--- src/rtl/seq_fault_harness.sv ---
`default_nettype none
// ============================================================================
// Module      : seq_fault_harness
// Description : Sequential fault-injection controller. It holds a golden and
//               a faulty copy of a benchmark state register and runs one
//               experiment per START. Each experiment flips one state bit at
//               a chosen run cycle, then classifies the fault as DETECTED,
//               MASKED or LATENT.
// Ports       : CK/RST_N            clock, synchronous active-low reset
//               START               one-cycle request (IDLE only)
//               INJ_CYCLE/INJ_BIT   when and which bit to flip
//               MAX_CYCLES          run length limit
//               GOLD_NS/FAULT_NS    next state from each external cone
//               GOLD_PO/FAULT_PO    primary outputs from each external cone
//               GOLD_PS/FAULT_PS    present state driven into each cone
//               BUSY/DONE           status; DONE pulses once per experiment
//               DETECTED/MASKED/LATENT/DET_CYCLE  result, held to next START
// Revision    : 1.0 - initial release
// ============================================================================
module seq_fault_harness #(
    parameter int                 STATE_W     = 5,
    parameter int                 OUT_W       = 19,
    parameter int                 CYC_W       = 16,
    parameter logic [STATE_W-1:0] RESET_STATE = '0
) (
    input  logic                         CK,
    input  logic                         RST_N,
    input  logic                         START,
    input  logic [CYC_W-1:0]             INJ_CYCLE,
    input  logic [$clog2(STATE_W)-1:0]   INJ_BIT,
    input  logic [CYC_W-1:0]             MAX_CYCLES,
    input  logic [STATE_W-1:0]           GOLD_NS,
    input  logic [STATE_W-1:0]           FAULT_NS,
    input  logic [OUT_W-1:0]             GOLD_PO,
    input  logic [OUT_W-1:0]             FAULT_PO,
    output logic [STATE_W-1:0]           GOLD_PS,
    output logic [STATE_W-1:0]           FAULT_PS,
    output logic                         BUSY,
    output logic                         DONE,
    output logic                         DETECTED,
    output logic                         MASKED,
    output logic                         LATENT,
    output logic [CYC_W-1:0]             DET_CYCLE
);

    localparam int BIT_W = $clog2(STATE_W);

    typedef enum logic [1:0] {
        S_IDLE     = 2'd0,
        S_RUN_PRE  = 2'd1,
        S_RUN_POST = 2'd2,
        S_FINISH   = 2'd3
    } state_t;

    state_t             state_q,     state_d;
    logic [STATE_W-1:0] gold_ps_q,   gold_ps_d;
    logic [STATE_W-1:0] fault_ps_q,  fault_ps_d;
    logic [CYC_W-1:0]   cnt_q,       cnt_d;
    logic [CYC_W-1:0]   inj_cyc_q,   inj_cyc_d;
    logic [BIT_W-1:0]   inj_bit_q,   inj_bit_d;
    logic [CYC_W-1:0]   max_q,       max_d;
    logic               det_q,       det_d;
    logic               mask_q,      mask_d;
    logic               lat_q,       lat_d;
    logic [CYC_W-1:0]   det_cyc_q,   det_cyc_d;

    logic [STATE_W-1:0] flip_mask;
    logic               last_cycle;
    logic               po_mismatch;
    logic               ns_equal;

    // One-hot flip mask; an out-of-range bit index matches no position, so
    // the mask stays zero and the injection becomes a no-op.
    always_comb begin
        flip_mask = '0;
        for (int i = 0; i < STATE_W; i++) begin
            if (inj_bit_q == i[BIT_W-1:0]) begin
                flip_mask[i] = 1'b1;
            end
        end
    end

    assign last_cycle  = (cnt_q == (max_q - {{(CYC_W-1){1'b0}}, 1'b1}));
    assign po_mismatch = (GOLD_PO != FAULT_PO);
    // Compare the states the copies are about to load: a fault is flushed
    // when both copies leave this edge with the same state.
    assign ns_equal    = (GOLD_NS == FAULT_NS);

    always_comb begin
        state_d    = state_q;
        gold_ps_d  = gold_ps_q;
        fault_ps_d = fault_ps_q;
        cnt_d      = cnt_q;
        inj_cyc_d  = inj_cyc_q;
        inj_bit_d  = inj_bit_q;
        max_d      = max_q;
        det_d      = det_q;
        mask_d     = mask_q;
        lat_d      = lat_q;
        det_cyc_d  = det_cyc_q;

        case (state_q)
            S_IDLE: begin
                if (START) begin
                    state_d    = S_RUN_PRE;
                    gold_ps_d  = RESET_STATE;
                    fault_ps_d = RESET_STATE;
                    cnt_d      = '0;
                    inj_cyc_d  = INJ_CYCLE;
                    inj_bit_d  = INJ_BIT;
                    max_d      = MAX_CYCLES;
                    det_d      = 1'b0;
                    mask_d     = 1'b0;
                    lat_d      = 1'b0;
                    det_cyc_d  = '0;
                end
            end

            S_RUN_PRE: begin
                gold_ps_d  = GOLD_NS;
                fault_ps_d = FAULT_NS;
                cnt_d      = cnt_q + 1'b1;
                // Timeout wins: if the run ends before or on the injection
                // cycle, the fault never took effect.
                if (last_cycle) begin
                    state_d = S_FINISH;
                    mask_d  = 1'b1;
                end else if (cnt_q == inj_cyc_q) begin
                    fault_ps_d = FAULT_NS ^ flip_mask;
                    state_d    = S_RUN_POST;
                end
            end

            S_RUN_POST: begin
                gold_ps_d  = GOLD_NS;
                fault_ps_d = FAULT_NS;
                cnt_d      = cnt_q + 1'b1;
                if (po_mismatch) begin
                    state_d   = S_FINISH;
                    det_d     = 1'b1;
                    det_cyc_d = cnt_q;
                end else if (ns_equal) begin
                    state_d = S_FINISH;
                    mask_d  = 1'b1;
                end else if (last_cycle) begin
                    // States still differ here, else the branch above fired.
                    state_d = S_FINISH;
                    lat_d   = 1'b1;
                end
            end

            S_FINISH: begin
                state_d = S_IDLE;
            end

            default: begin
                state_d = S_IDLE;
            end
        endcase
    end

    always_ff @(posedge CK) begin
        if (!RST_N) begin
            state_q    <= S_IDLE;
            gold_ps_q  <= RESET_STATE;
            fault_ps_q <= RESET_STATE;
            cnt_q      <= '0;
            inj_cyc_q  <= '0;
            inj_bit_q  <= '0;
            max_q      <= '0;
            det_q      <= 1'b0;
            mask_q     <= 1'b0;
            lat_q      <= 1'b0;
            det_cyc_q  <= '0;
        end else begin
            state_q    <= state_d;
            gold_ps_q  <= gold_ps_d;
            fault_ps_q <= fault_ps_d;
            cnt_q      <= cnt_d;
            inj_cyc_q  <= inj_cyc_d;
            inj_bit_q  <= inj_bit_d;
            max_q      <= max_d;
            det_q      <= det_d;
            mask_q     <= mask_d;
            lat_q      <= lat_d;
            det_cyc_q  <= det_cyc_d;
        end
    end

    assign GOLD_PS   = gold_ps_q;
    assign FAULT_PS  = fault_ps_q;
    assign BUSY      = (state_q != S_IDLE);
    assign DONE      = (state_q == S_FINISH);
    assign DETECTED  = det_q;
    assign MASKED    = mask_q;
    assign LATENT    = lat_q;
    assign DET_CYCLE = det_cyc_q;

endmodule
`default_nettype wire

--- config.mk ---
export PLATFORM = sky130hd
export DESIGN_NAME = seq_fault_harness
export DESIGN_NICKNAME = d
export VERILOG_FILES = /design/src/rtl/seq_fault_harness.sv
export SDC_FILE = /design/constraint.sdc
export NUM_CORES = 1
export LEC_CHECK = 0
export BUFFER_PORTS_ARGS = -buffer_cell sky130_fd_sc_hd__buf_4
export CAP_MARGIN = 30
export CORE_MARGIN = 3
export CORE_UTILIZATION = 40
export DETAILED_ROUTE_END_ITERATION = 8
export PLACE_DENSITY_LB_ADDON = 0.2
export SLEW_MARGIN = 15
export SYNTH_ARGS = -nofsm -noshare
export SYNTH_HDL_FRONTEND = slang
export SYNTH_SLANG_ARGS = --single-unit
--- constraint.sdc ---
create_clock -name CK -period 3.35 [get_ports CK]
set_input_delay 0.5025 -clock CK [delete_from_list [all_inputs] [get_ports CK]]
set_output_delay 0.5025 -clock CK [all_outputs]
set_load 0.1 [all_outputs]
==> impl_metrics.tcl <==
set metrics [dict create \
    status "finished, final reports clean" \
    yosysUniqueCellTypes 59 \
    hold_viol 0 \
    dpl.hpwl_mm 8.93 \
    rows 38 \
    diodes 0 \
    clk_latency_ns 0.34 \
    slew_violations 0 \
    rsz0062_at_grt "false" \
    worst_pin_slew_ns 0.665 \
    grt_first_pass_wirelength_mm 19.8 \
    drt-total-wl_mm 12.0 \
    ys_ff_latch 82 \
    worstHoldPathCells 3 \
    layout_setup_ws_ns 0.457 \
    clockBufferDepth 2 \
    final_util_pct 53.2 \
    cts_tree "yes" \
    antenna_found_initial 0 \
    synth_nets 653 \
    synthArstFlopShare_pct 0 \
    peakVddDrop_uv 355 \
    yosys.area.top_type_share_pct 35.7 \
    grt.overflow.total 0 \
    max_slew_margin_pct 55.6 \
    avgViaCountPerCell 5.21 \
    crit_type "register to register" \
    io_pins 117 \
    htreeDepth 3 \
    die_h_um 113 \
    firstDrtPassIters 4 \
    finClkSkew_ns 0.0124 \
    synth_common_cells "nand2_1, dfxtp_1, xor2_1" \
    tns_ns 0 \
    critPathLaunchType "register" \
    fillers 1073 \
    yosys_most_used_dff "dfxtp_1" \
    synthCells 560 \
    fin_nets 749 \
    io_buffers 116 \
    initial_core_util_pct 41.7 \
    synth-edff-count 0 \
    syn_avg_cell_area_sq_um 8.21 \
    period_needed_ns 2.89 \
    yosysSeqAreaShare_pct 35.7 \
    cts_resized 0 \
    drt_iter0_markers 232 \
    dp_slack_ns 0.486 \
    avgRoutedWirePerCell_um 15.0 \
    layout-drive-gt1-share_pct 23.9 \
    dr_total_vias 4173 \
    synth.largest_area_cell "dfxtp_1" \
    place.gp.congestion 0.820 \
    powerDensity_nw_per_um2 672 \
    synth.area.top_cells "dfxtp_1, xor2_1, nand2_1, a21boi_0, clkbuf_1" \
    postCtsSetupRepairBufs 0 \
    hold_path.class "primary input to register" \
    max_freq_mhz 346 \
    dieArea_sq_um 12800 \
    grt_pass1_vias 3988 \
    leakagePower_nw 2.43 \
    yosysWarnings 0 \
    maxCapViolCount 0 \
    end_kind "register" \
    setup_violations 0 \
    clkTransAtPathRegs_ns 0.08 \
    crit_required_ns 3.61 \
    post-route-drc-count 0 \
    syn_area_sq_um 4600 \
    finalCritPeriodShare_pct 86.4 \
    cts_hold_buf 0 \
    die_x_um 113 \
    grtUsageTotal_pct 18.8 \
    critPathArrivalTime_ns 3.15 \
    cts_made_buffers 9 \
    crit_fanout 7 \
    final_cells 801 \
    worstRegToRegCells 8 \
    cts_sinks 82 \
    coreArea_sq_um 11000 \
    grt_max_degree 73 \
    clockRootBuffer "clkbuf_16" \
    placed_cells 785 \
    total_power_w 0.00394 \
    syn_to_final_growth_pct 27.6 \
    ant_nets 0 \
    yosysMostFrequentCell "nand2_1" \
]
path summary, 6_finish.rpt:
kind           startpoint      endpoint  slack, ns
min          INJ_CYCLE[8]  inj_cyc_q[8]       0.42
max              max_q[3]        MASKED       0.46
max reg2reg      max_q[3]        MASKED       0.46
min reg2reg    GOLD_PS[2]    GOLD_PS[2]       0.47
per-layer routing:
| metal | vias to the layer above | share of wire, % | track usage [%] |
|---|---|---|---|
| met1 | 1967 | 45 | 24.7 |
| met4 | 0 | 0.59 | 4.49 |
| met2 | 108 | 49 | 31.0 |
| met3 | 5 | 5.1 | 4.87 |
| li1 | 2093 | - | - |
| met5 | - | 0 | 0 |
final cells by class:
cell class / count / area [sq um] / share of cell area [%]
Sequential cell: 82 / 1640 / 28.0
Clock buffer: 9 / 225 / 3.84
Tap cell: 140 / 175 / 2.99
Inverter: 11 / 41.3 / 0.704
Multi-Input combinational cell: 426 / 2760 / 47.0
Timing Repair Buffer: 126 / 946 / 16.1
Clock inverter: 7 / 78.8 / 1.34
critical path: stages (launching register included):
cell and delay (ns):
dfxtp_1 0.38, or4_4 0.62, nor4_4 0.40, mux2i_1 0.28, o31ai_2 0.12, a221oi_4 0.31, nand4_4 0.19, a221oi_2 0.32
mux2i_1 0.20
state kept, by name, indices dropped and copies added, names as in the netlist:
register,cells
DET_CYCLE,16
cnt_q,16
inj_cyc_q,16
max_q,16
FAULT_PS,5
GOLD_PS,5
inj_bit_q,3
state_q,2
DETECTED,1
LATENT,1
MASKED,1
layout by cell type (no fill, tap or decap), drive strengths merged, types with 2 or more instances in the layout:
cell	synthesis	layout
buf	2	126
nand2	111	111
dfxtp	82	82
xor2	56	56
a21boi	42	42
nor2	29	29
nand3	26	26
nor2b	19	19
a22oi	16	16
inv	11	16
xnor2	15	15
o21ai	13	13
nor4	10	10
nor3	10	10
clkbuf	39	9
nand4	8	8
ha	7	7
mux2i	6	6
a21oi	6	6
nand3b	4	4
and3	4	4
a221oi	4	4
o211ai	3	3
or3	3	3
or2	3	3
nor4b	3	3
a211o	2	2
and2	2	2
nand4b	2	2
nand2b	2	2
a31oi	2	2
a32oi	2	2
nor3b	2	2
o31ai	2	2
mux2	2	2
clkinv	0	2
power by group:
group	switching (W)	total [W]	leakage (nW)	internal (W)
clock network	0.000461	0.000995	0.151	0.000534
registers	0.000133	0.00124	0.667	0.00110
logic	0.00113	0.00171	1.61	0.000579
total	0.00173	0.00394	2.43	0.00222
metrics by stage:
step	hold slack, ns	area, sq um
floorplan	0.444	4600
global placement	0.454	5560
detailed placement	0.463	5560
CTS	0.412	5870
global route	0.423	5870
finish	0.418	5870
cell families (layout without fill, tap and decap cells):
logic type | after synthesis | after routing | share of synthesized area, %
and+or+nand+nor | 241 | 241 | 26.0
AOI/OAI and AO/OA | 99 | 99 | 16.3
DFF | 82 | 82 | 35.7
xor gates and xnor gates | 71 | 71 | 13.9
buffers and inverters | 52 | 153 | 4.41
muxes | 8 | 8 | 1.80
adders and majority gates | 7 | 7 | 1.90
No activity file was read; power rests on OpenSTA's default activity.
